===== config.mk =====
export PLATFORM = sky130hd
export DESIGN_NAME = vga_sync_gen_flat
export DESIGN_NICKNAME = d
export VERILOG_FILES = /design/src/rtl/vga_timing_pkg.sv /design/src/rtl/vga_sync_gen_if.sv /design/src/rtl/vga_axis_counter.sv /design/src/rtl/vga_sync_gen.sv /design/src/flat_wrapper.sv
export SDC_FILE = /design/constraint.sdc
export NUM_CORES = 1
export LEC_CHECK = 0
export CORE_ASPECT_RATIO = 0.5
export CORE_MARGIN = 2
export CORE_UTILIZATION = 41
export DETAILED_ROUTE_END_ITERATION = 8
export PLACE_DENSITY = 0.65
export SLEW_MARGIN = 40
export SYNTH_ARGS = -nofsm -noshare
export SYNTH_HDL_FRONTEND = slang
export SYNTH_SLANG_ARGS = --single-unit

===== constraint.sdc =====
create_clock -name clk -period 2.6 [get_ports clk]
set_input_delay 0.39 -clock clk [delete_from_list [all_inputs] [get_ports clk]]
set_output_delay 0.39 -clock clk [all_outputs]
set_load 0.005 [all_outputs]

===== src/rtl/vga_timing_pkg.sv =====
// Shared VGA timing constants, phase encoding and helpers for the sync generator.
// Defaults describe 640x480 @ 60 Hz from a 50 MHz clock (one pixel per 2 clocks).
package vga_timing_pkg;

    localparam int unsigned CntW   = 10;
    localparam int unsigned MaxTot = 1 << CntW;

    localparam int unsigned DefClkDiv = 2;
    localparam int unsigned DefHVis   = 640;
    localparam int unsigned DefHFp    = 16;
    localparam int unsigned DefHSync  = 96;
    localparam int unsigned DefHBp    = 48;
    localparam int unsigned DefVVis   = 480;
    localparam int unsigned DefVFp    = 10;
    localparam int unsigned DefVSync  = 2;
    localparam int unsigned DefVBp    = 33;

    localparam int unsigned DefHTot = DefHVis + DefHFp + DefHSync + DefHBp;
    localparam int unsigned DefVTot = DefVVis + DefVFp + DefVSync + DefVBp;

    typedef enum logic [1:0] {PH_VIS, PH_FP, PH_SYNC, PH_BP} phase_e;

    function automatic int unsigned axis_total(int unsigned vis, int unsigned fp,
                                               int unsigned sync, int unsigned bp);
        return vis + fp + sync + bp;
    endfunction

endpackage


===== src/rtl/vga_sync_gen_if.sv =====
// Raster timing bundle: coordinates, sync pins, visibility flag and strobes.
// The generator drives it through master; pixel/colour logic samples it through slave.
interface vga_sync_gen_if;
    import vga_timing_pkg::*;

    logic [CntW-1:0] VGAx;
    logic [CntW-1:0] VGAy;
    logic            hsync;
    logic            vsync;
    logic            video_on;
    logic            pix_tick;
    logic            line_start;
    logic            frame_start;

    modport master (
        output VGAx, VGAy, hsync, vsync, video_on, pix_tick, line_start, frame_start
    );

    modport slave (
        input VGAx, VGAy, hsync, vsync, video_on, pix_tick, line_start, frame_start
    );

endinterface


===== src/rtl/vga_axis_counter.sv =====
// One raster axis: position counter plus visible/porch/sync/porch phase FSM.
// Next-state values are exported so the top can register outputs on the same edge.
module vga_axis_counter
    import vga_timing_pkg::*;
#(
    parameter int unsigned VIS  = DefHVis,
    parameter int unsigned FP   = DefHFp,
    parameter int unsigned SYNC = DefHSync,
    parameter int unsigned BP   = DefHBp
) (
    input  logic            clk,
    input  logic            rstn,
    input  logic            en_i,
    output logic [CntW-1:0] next_count_o,
    output phase_e          next_phase_o,
    output logic            wrap_o
);

    localparam int unsigned     Tot       = axis_total(VIS, FP, SYNC, BP);
    localparam logic [CntW-1:0] Last      = CntW'(Tot - 1);
    localparam logic [CntW-1:0] FpStart   = CntW'(VIS);
    localparam logic [CntW-1:0] SyncStart = CntW'(VIS + FP);
    localparam logic [CntW-1:0] BpStart   = CntW'(VIS + FP + SYNC);

    logic [CntW-1:0] count_q, count_d;
    phase_e          phase_q, phase_d;

    assign wrap_o = en_i && (count_q == Last);

    always_comb begin
        count_d = count_q;
        if (en_i) begin
            count_d = wrap_o ? '0 : count_q + 1'b1;
        end
    end

    // Phase transitions are keyed on the incoming count so phase_q stays aligned with count_q.
    always_comb begin
        phase_d = phase_q;
        if (en_i) begin
            case (phase_q)
                PH_VIS:  if (count_d == FpStart)   phase_d = PH_FP;
                PH_FP:   if (count_d == SyncStart) phase_d = PH_SYNC;
                PH_SYNC: if (count_d == BpStart)   phase_d = PH_BP;
                PH_BP:   if (wrap_o)               phase_d = PH_VIS;
                default:                           phase_d = PH_BP;
            endcase
        end
    end

    always_ff @(posedge clk or negedge rstn) begin
        if (!rstn) begin
            count_q <= Last;
            phase_q <= PH_BP;
        end else begin
            count_q <= count_d;
            phase_q <= phase_d;
        end
    end

    assign next_count_o = count_d;
    assign next_phase_o = phase_d;

endmodule


===== src/rtl/vga_sync_gen.sv =====
// VGA raster timing generator: pixel-rate divider, horizontal and vertical axis counters,
// and registered coordinate/sync/visibility outputs that all change on the advancing edge.
module vga_sync_gen
    import vga_timing_pkg::*;
#(
    parameter int unsigned CLK_DIV  = DefClkDiv,
    parameter int unsigned H_VIS    = DefHVis,
    parameter int unsigned H_FP     = DefHFp,
    parameter int unsigned H_SYNC   = DefHSync,
    parameter int unsigned H_BP     = DefHBp,
    parameter int unsigned V_VIS    = DefVVis,
    parameter int unsigned V_FP     = DefVFp,
    parameter int unsigned V_SYNC   = DefVSync,
    parameter int unsigned V_BP     = DefVBp,
    parameter bit          SYNC_POL = 1'b0
) (
    input  logic           clk,
    input  logic           rstn,
    vga_sync_gen_if.master vga_o
);

    localparam int unsigned H_TOT = axis_total(H_VIS, H_FP, H_SYNC, H_BP);
    localparam int unsigned V_TOT = axis_total(V_VIS, V_FP, V_SYNC, V_BP);
    localparam int unsigned DivW  = (CLK_DIV > 1) ? $clog2(CLK_DIV) : 1;
    localparam logic [DivW-1:0] DivLast = DivW'(CLK_DIV - 1);

    if (CLK_DIV == 0 || H_VIS == 0 || H_FP == 0 || H_SYNC == 0 || H_BP == 0 ||
        V_VIS == 0 || V_FP == 0 || V_SYNC == 0 || V_BP == 0 ||
        H_TOT > MaxTot || V_TOT > MaxTot) begin : gen_bad_params
        $error("vga_sync_gen: illegal timing parameters");
    end

    logic [DivW-1:0] div_q, div_d;
    logic            pix_tick;

    assign pix_tick = (div_q == DivLast);
    assign div_d    = pix_tick ? '0 : div_q + DivW'(1);

    logic [CntW-1:0] h_next, v_next;
    phase_e          h_nphase, v_nphase;
    logic            h_wrap, v_wrap;

    vga_axis_counter #(
        .VIS  (H_VIS),
        .FP   (H_FP),
        .SYNC (H_SYNC),
        .BP   (H_BP)
    ) u_h_axis (
        .clk          (clk),
        .rstn         (rstn),
        .en_i         (pix_tick),
        .next_count_o (h_next),
        .next_phase_o (h_nphase),
        .wrap_o       (h_wrap)
    );

    vga_axis_counter #(
        .VIS  (V_VIS),
        .FP   (V_FP),
        .SYNC (V_SYNC),
        .BP   (V_BP)
    ) u_v_axis (
        .clk          (clk),
        .rstn         (rstn),
        .en_i         (h_wrap),
        .next_count_o (v_next),
        .next_phase_o (v_nphase),
        .wrap_o       (v_wrap)
    );

    logic            vis_d;
    logic [CntW-1:0] x_q, y_q;
    logic            hsync_q, vsync_q, video_on_q, line_start_q, frame_start_q;

    assign vis_d = (h_nphase == PH_VIS) && (v_nphase == PH_VIS);

    always_ff @(posedge clk or negedge rstn) begin
        if (!rstn) begin
            div_q         <= '0;
            x_q           <= '0;
            y_q           <= '0;
            video_on_q    <= 1'b0;
            hsync_q       <= ~SYNC_POL;
            vsync_q       <= ~SYNC_POL;
            line_start_q  <= 1'b0;
            frame_start_q <= 1'b0;
        end else begin
            div_q         <= div_d;
            // Wrap flags already include pix_tick, so the strobes last exactly one clk.
            line_start_q  <= h_wrap;
            frame_start_q <= v_wrap;
            if (pix_tick) begin
                video_on_q <= vis_d;
                x_q        <= vis_d ? h_next : '0;
                y_q        <= vis_d ? v_next : '0;
                hsync_q    <= (h_nphase == PH_SYNC) ? SYNC_POL : ~SYNC_POL;
                vsync_q    <= (v_nphase == PH_SYNC) ? SYNC_POL : ~SYNC_POL;
            end
        end
    end

    assign vga_o.VGAx        = x_q;
    assign vga_o.VGAy        = y_q;
    assign vga_o.hsync       = hsync_q;
    assign vga_o.vsync       = vsync_q;
    assign vga_o.video_on    = video_on_q;
    assign vga_o.pix_tick    = pix_tick;
    assign vga_o.line_start  = line_start_q;
    assign vga_o.frame_start = frame_start_q;

endmodule


===== src/flat_wrapper.sv =====
// flat-port wrapper written by rule: the top's interface ports become plain ports
module vga_sync_gen_flat import vga_timing_pkg::*;
#(
    parameter int unsigned CLK_DIV  = DefClkDiv,
    parameter int unsigned H_VIS    = DefHVis,
    parameter int unsigned H_FP     = DefHFp,
    parameter int unsigned H_SYNC   = DefHSync,
    parameter int unsigned H_BP     = DefHBp,
    parameter int unsigned V_VIS    = DefVVis,
    parameter int unsigned V_FP     = DefVFp,
    parameter int unsigned V_SYNC   = DefVSync,
    parameter int unsigned V_BP     = DefVBp,
    parameter bit          SYNC_POL = 1'b0
)
  (clk, rstn, vga_o_VGAx, vga_o_VGAy, vga_o_hsync, vga_o_vsync, vga_o_video_on, vga_o_pix_tick, vga_o_line_start, vga_o_frame_start);
  vga_sync_gen_if vga_o_i ();
  input  logic clk;
  input  logic rstn;
  output wire logic [$bits(vga_o_i.VGAx)-1:0] vga_o_VGAx;
  output wire logic [$bits(vga_o_i.VGAy)-1:0] vga_o_VGAy;
  output wire logic [$bits(vga_o_i.hsync)-1:0] vga_o_hsync;
  output wire logic [$bits(vga_o_i.vsync)-1:0] vga_o_vsync;
  output wire logic [$bits(vga_o_i.video_on)-1:0] vga_o_video_on;
  output wire logic [$bits(vga_o_i.pix_tick)-1:0] vga_o_pix_tick;
  output wire logic [$bits(vga_o_i.line_start)-1:0] vga_o_line_start;
  output wire logic [$bits(vga_o_i.frame_start)-1:0] vga_o_frame_start;
  assign vga_o_VGAx = vga_o_i.VGAx;
  assign vga_o_VGAy = vga_o_i.VGAy;
  assign vga_o_hsync = vga_o_i.hsync;
  assign vga_o_vsync = vga_o_i.vsync;
  assign vga_o_video_on = vga_o_i.video_on;
  assign vga_o_pix_tick = vga_o_i.pix_tick;
  assign vga_o_line_start = vga_o_i.line_start;
  assign vga_o_frame_start = vga_o_i.frame_start;
  vga_sync_gen #(.CLK_DIV(CLK_DIV), .H_VIS(H_VIS), .H_FP(H_FP), .H_SYNC(H_SYNC), .H_BP(H_BP), .V_VIS(V_VIS), .V_FP(V_FP), .V_SYNC(V_SYNC), .V_BP(V_BP), .SYNC_POL(SYNC_POL)) u_core (.clk(clk), .rstn(rstn), .vga_o(vga_o_i));
endmodule

==> impl_metrics.env, run 1 <==
export IMPL_tns_ps=-1171
export IMPL_start_util_pct=41.95
export IMPL_critical_path_required_ps=2760
export IMPL_ff2ff_path_depth=11
export IMPL_maxSlewViolCount=0
export IMPL_hp_class="primary input to asynchronous set/reset pin"
export IMPL_path_class="flip-flop to flip-flop"
export IMPL_worstSetupStartpoint="u_core.u_v_axis.count_q[1]$_DFF_PN0_"
export IMPL_overflow=0
export IMPL_drt_iter0_markers=200
export IMPL_path_delay_family="simple AND/OR/NAND/NOR gates"
export IMPL_clockBufferDepth=2
export IMPL_ctsHoldBuffers=0
export IMPL_worstMarginPinSlew_ps=747.2
export IMPL_netlist_area_sq_mm=0.002778
export IMPL_n_antenna_cell=0
export IMPL_synth_edf_count=0
export IMPL_clk_latency_ps=290
export IMPL_r2r_start="u_core.u_v_axis.count_q[1]$_DFF_PN0_"
export IMPL_violations="setup timing"
export IMPL_wl_mm=7.879
export IMPL_outcome="complete, but fails checks"
export IMPL_cts_tree="built"
export IMPL_finalCritPeriodShare_pct=104.8
export IMPL_route_detailed_drc=0
export IMPL_place_congestion=0.8455
export IMPL_synth_yosys_seq_area_share_pct=45.77
export IMPL_num_rows=21
export IMPL_grt_usage_pct=21.92
export IMPL_worst_path_max_fanout=5
export IMPL_nNetsFinal=380
export IMPL_die_y_um=62.20
export IMPL_path_clk_slew_ps=70
export IMPL_die_area_sq_mm=0.007489
export IMPL_vias=2601
export IMPL_power_leakage_nw=1.733
export IMPL_grt_pass1_wl_mm=13.04
export IMPL_synth_fp_nets=294
export IMPL_avgSynthCellArea_sq_um=9.611
export IMPL_cts_sinks=50
export IMPL_final_layout_size_suffix_gt1_share_pct=37.77
export IMPL_yosys_warnings=0
export IMPL_routed_via_density=5.558
export IMPL_dp_cells=445
export IMPL_ir_drop_v=0.0002694
export IMPL_drtAntennaViolNets=0
export IMPL_final_cell_count_no_fill=468
export IMPL_mostFrequentLayoutCell="buf_4"
export IMPL_setup_viol=18
export IMPL_yosysUniqueCellTypes=63
export IMPL_area_growth_pct=44.77
export IMPL_layout_common_cells="buf_4, dfrtp_1, nand2_1"
export IMPL_ioPinCount=28
export IMPL_antenna_found_initial=0
export IMPL_htreeDepth=2
export IMPL_final_hold_viol_count=0
export IMPL_syn_instance_count=289
export IMPL_synth_ff_type="dfrtp_1"
export IMPL_total_power_mw=1.461
export IMPL_drt_wirelength_per_cell_um=16.84
export IMPL_rsz0062_at_grt="true"
export IMPL_grt_max_degree=28
export IMPL_async_flop_share_pct=100.0
export IMPL_period_needed_ps=2724
export IMPL_crit_path_frequent_cell="buf_4"
export IMPL_worstPathCellList="inv_1 > ha_1 > or4b_4 > o31ai_2 > a31oi_2 > buf_4 > nor3b_2 > nand4_1 > nand2_2 > buf_4 > o41ai_4"
export IMPL_worstPathArrival_ps=2880
export IMPL_synth_seq_cells=50
export IMPL_dieWidth_um=120.4
export IMPL_core_area_sq_mm=0.006621
export IMPL_clockRootBuffer="clkbuf_16"
export IMPL_slew_headroom_pct=50.13
export IMPL_cp_slowest_stage_delay_ps=500
export IMPL_path_buf_inv=3
export IMPL_dpl_hpwl_mm=5.433
export IMPL_worst_path_max_delay_cell="or4b_4"
export IMPL_finalWorstSetupSlack_ps=-123.5
export IMPL_end_kind="flip-flop"
export IMPL_maxCapViolCount=0
export IMPL_io_buffers=27
export IMPL_grt_pass1_vias=2631
export IMPL_skew_ps=8.161
export IMPL_first_pass_iters=4
export IMPL_crit_cells=11
export IMPL_cts_buffers=5
export IMPL_crit_path_start_kind="flip-flop"
export IMPL_max_freq_ghz=0.3672
export IMPL_p_per_area_mw_per_mm2=363.3
==> synthesized netlist by cell type (5+ instances only) <==
cell	count	area, sq um
a21oi_1	8	40.04
nor2_1	16	60.06
clkbuf_1	9	33.78
nor4_1	5	31.28
dfrtp_1	34	850.8
nand4_1	9	56.30
nor3_1	5	25.02
o2bb2ai_1	15	131.4
xnor2_1	6	52.55
nand3_1	14	70.07
dfstp_2	16	420.4
nand2_1	35	131.4
o21ai_0	6	30.03
inv_1	22	82.58
==> cell type report <==
class	instances	area, sq um
clock buffer	5	125.1
clock inverter	3	21.27
fill	570	2600
inverter	23	86.33
multi-input combinational	199	1603
sequential	50	1271
tap	92	115.1
timing repair buffer	96	799.5
==> per-stage QoR <==
stage,util [%],setup slack (ps),instance area [sq um],hold slack (ps)
after floorplan,-,0.4239,2856,94.41
after global placement,53.84,-143.0,3565,432.0
after detailed placement,53.84,-245.8,3565,444.3
after CTS,57.80,-97.24,3827,140.4
after global routing,60.73,-200.5,4021,161.0
final,60.73,-123.5,4021,113.2
==> logic make-up (layout without fill, tap and decap cells) <==
logic type | Yosys count | count (layout) | share of synthesized area, %
adder cells (fa/ha/maj) | 3 | 3 | 1.351
AND/OR/NAND/NOR | 113 | 113 | 21.80
flip-flops | 50 | 50 | 45.77
XOR/XNOR | 9 | 9 | 2.838
buffers and inverters | 41 | 127 | 6.486
AO/OA/AOI/OAI | 71 | 72 | 20.95
multiplexers | 2 | 2 | 0.8108
==> final timing paths <==
check / end / slack, ps
setup / recovery: u_core.vga_o.VGAy[6]$_DFFE_PN0P_ / -120
hold / removal: u_core.vga_o.VGAy[6]$_DFFE_PN0P_ / 110
setup reg to reg: u_core.vga_o.VGAy[6]$_DFFE_PN0P_ / -120
hold reg to reg: u_core.vga_o.hsync$_DFFE_PN1P_ / 470
max in group asynchronous: u_core.u_h_axis.count_q[2]$_DFF_PN1_ / 1870
min in group clk: u_core.vga_o.hsync$_DFFE_PN1P_ / 470
==> per-layer routing <==
| metal | routed length, um | vias to the layer above | track usage (%) |
|---|---|---|---|
| met5 | 0 | - | 0 |
| met4 | 92 | 0 | 4.797 |
| met3 | 301 | 8 | 3.401 |
| met2 | 3836 | 66 | 36.44 |
| met1 | 3648 | 1291 | 30.44 |
| li1 | - | 1236 | - |
==> repair_timing <==
action / in CTS / in global routing
gates resized for setup: 17 / 23
buffers inserted: 3 / 11
pin swaps: 7 / 15
endpoints found under the setup margin: 23 / 24
cloned: 1 / 0
==> state kept, by name (all words and copies together), names as in the netlist <==
signal and flops:
u_core.u_h_axis.count_q 10, u_core.u_v_axis.count_q 10, u_core.vga_o.VGAx 10, u_core.vga_o.VGAy 10, u_core.u_h_axis.phase_q 2, u_core.u_v_axis.phase_q 2, u_core.vga_o.frame_start 1, u_core.vga_o.hsync 1
u_core.vga_o.line_start 1, u_core.vga_o.pix_tick 1, u_core.vga_o.video_on 1, u_core.vga_o.vsync 1
==> where the power goes <==
group | internal, mW | switching [mW] | total, mW
clock | 0.357 | 0.306 | 0.663
combinational | 0.00353 | 0.0153 | 0.0188
sequential | 0.779 | 0 | 0.779
total | 1.14 | 0.321 | 1.46
Note: power is estimated with default switching activity, not from simulation.
==> inputs of run 2 (changes only) <==
--- a/config.mk
+++ b/config.mk
@@ -9,7 +9,7 @@
 export CORE_MARGIN = 2
 export CORE_UTILIZATION = 41
 export DETAILED_ROUTE_END_ITERATION = 8
-export PLACE_DENSITY = 0.65
+export PLACE_DENSITY = 0.63
 export SLEW_MARGIN = 40
 export SYNTH_ARGS = -nofsm -noshare
 export SYNTH_HDL_FRONTEND = slang
==> constraint.sdc (replaced) <==
create_clock -name clk -period 2.8 [get_ports clk]
set_input_delay 0.42 -clock clk [delete_from_list [all_inputs] [get_ports clk]]
set_output_delay 0.42 -clock clk [all_outputs]
set_load 0.005 [all_outputs]
==> run 2 against run 1 <==
Compared with the run above:
- the run still ends with setup timing left
- flip-flop and latch count did not move
- routed wire length rose by 1.9%
- combinational power fell by 11%
- total power fell by 1.7%
==> impl_metrics.env, run 2 (synthesis results as in run 1) <==
export IMPL_power_leakage_nw=1.734
export IMPL_fill_cells=588
export IMPL_grt_pass1_vias=2477
export IMPL_die_area_sq_mm=0.007489
export IMPL_area_growth_pct=43.20
export IMPL_core_area_sq_mm=0.006621
export IMPL_route_detailed_drc=0
export IMPL_skew_ps=5.514
export IMPL_cts_buffers=5
export IMPL_antenna_found_initial=0
export IMPL_period_needed_ps=2821
export IMPL_vias=2557
export IMPL_place_congestion=0.8909
export IMPL_rsz0062_at_grt="true"
export IMPL_final_layout_size_suffix_gt1_share_pct=35.11
export IMPL_grt_max_degree=27
export IMPL_critical_path_required_ps=2990
export IMPL_htreeDepth=2
export IMPL_ctsHoldBuffers=0
export IMPL_violations="setup timing"
export IMPL_max_freq_ghz=0.3545
export IMPL_ff2ff_path_depth=11
export IMPL_path_clk_slew_ps=70
export IMPL_pre_cts_ws_ps=-247.3
export IMPL_maxSlewViolCount=0
export IMPL_first_pass_iters=4
export IMPL_dpl_hpwl_mm=5.480
export IMPL_end_kind="flip-flop"
export IMPL_total_power_mw=1.436
export IMPL_dieWidth_um=120.4
export IMPL_p_per_area_mw_per_mm2=361.0
export IMPL_nNetsFinal=380
export IMPL_wl_mm=8.025
export IMPL_layout_common_cells="buf_4, dfrtp_1, nand2_1"
export IMPL_start_util_pct=41.95
export IMPL_overflow=0
export IMPL_worstPathArrival_ps=3010
export IMPL_cts_sinks=50
export IMPL_ir_drop_v=0.0002207
export IMPL_final_hold_viol_count=0
export IMPL_setup_viol=2
export IMPL_finalWorstSetupSlack_ps=-20.83
export IMPL_drt_iter0_markers=152
export IMPL_clk_latency_ps=290
export IMPL_cts_tree="built"
export IMPL_clockBufferDepth=2
export IMPL_r2r_slack_ps=-20
export IMPL_drtAntennaViolNets=0
export IMPL_slew_headroom_pct=45.15
export IMPL_utilization_pct=60.07
export IMPL_mostFrequentLayoutCell="buf_4"
export IMPL_worstMarginPinSlew_ps=821.9
export IMPL_path_class="flip-flop to flip-flop"
export IMPL_n_antenna_cell=0
export IMPL_io_buffers=27
export IMPL_grt_pass1_wl_mm=12.72
export IMPL_worst_path_max_fanout=7
export IMPL_finalCritPeriodShare_pct=100.7
export IMPL_hp_class="primary input to asynchronous set/reset pin"
export IMPL_crit_path_start_kind="flip-flop"
export IMPL_die_y_um=62.20
export IMPL_num_rows=21
export IMPL_clockRootBuffer="clkbuf_16"
export IMPL_outcome="complete, but fails checks"
export IMPL_grt_usage_pct=21.51
export IMPL_ioPinCount=28
export IMPL_routed_via_density=5.464
export IMPL_maxCapViolCount=0
export IMPL_drt_wirelength_per_cell_um=17.15
run 2: layer usage:
| metal | share of wire (%) | global-route usage, % | routed length (um) | vias up |
|---|---|---|---|---|
| met5 | 0 | 0 | 0 | - |
| met4 | 1.3 | 6.395 | 106 | 0 |
| met3 | 2.8 | 4.136 | 225 | 10 |
| met2 | 47 | 33.12 | 3794 | 54 |
| met1 | 49 | 30.85 | 3898 | 1266 |
| li1 | - | - | - | 1227 |
run 2: timing repair:
action,in CTS,in global routing
buffers inserted,10,14
hold endpoints to repair,0,0
gates resized for setup,10,29
pin swaps,7,18
setup endpoints to repair,22,24
run 2: critical path: stages, from the launching register on:
cell and delay [ps]:
dfstp_2 580, ha_4 160, and4_4 250, buf_4 120, nor2_1 30, o211a_1 220, o221ai_2 240, nor4_4 100
o31ai_4 450, nand2_4 150, buf_6 150, o41ai_2 270
run 2: final timing paths:
check | start | end
hold / removal | rstn | u_core.u_v_axis.count_q[8]$_DFF_PN0_
max in group asynchronous | rstn | u_core.vga_o.hsync$_DFFE_PN1P_
hold reg to reg | u_core.vga_o.hsync$_DFFE_PN1P_ | u_core.vga_o.hsync$_DFFE_PN1P_
setup reg to reg | u_core.u_h_axis.count_q[1]$_DFF_PN1_ | u_core.vga_o.VGAy[8]$_DFFE_PN0P_
min in group clk | u_core.vga_o.hsync$_DFFE_PN1P_ | u_core.vga_o.hsync$_DFFE_PN1P_
setup / recovery | u_core.u_h_axis.count_q[1]$_DFF_PN1_ | u_core.vga_o.VGAy[8]$_DFFE_PN0P_
run 2: layout make-up:
| class | count | area, sq um | area share (%) |
|---|---|---|---|
| Clock inverter | 2 | 37.54 | 0.9437 |
| Multi-Input combinational cell | 198 | 1533 | 38.53 |
| Tap cell | 92 | 115.1 | 2.894 |
| Sequential cell | 50 | 1271 | 31.96 |
| Inverter | 23 | 86.33 | 2.170 |
| Timing Repair Buffer | 97 | 805.8 | 20.26 |
| Clock buffer | 6 | 128.9 | 3.240 |
run 2: power breakdown:
| group | total, mW | switching, mW | internal (mW) |
|---|---|---|---|
| logic | 0.0168 | 0.0145 | 0.00232 |
| clock network | 0.696 | 0.274 | 0.422 |
| registers | 0.723 | 0 | 0.723 |
run 2: per-stage QoR:
stage / cell area [sq um] / hold WS (ps) / std cells / TNS (ps)
after CTS: 3726 / 37.42 / 455 / 0
after floorplan: 2794 / 124.4 / 289 / 0
after detailed placement: 3433 / 356.0 / 437 / -2010
after global routing: 3978 / 64.69 / 468 / -1216
final: 3978 / 31.18 / 468 / -28.78
after global placement: 3433 / 345.8 / 437 / -1360
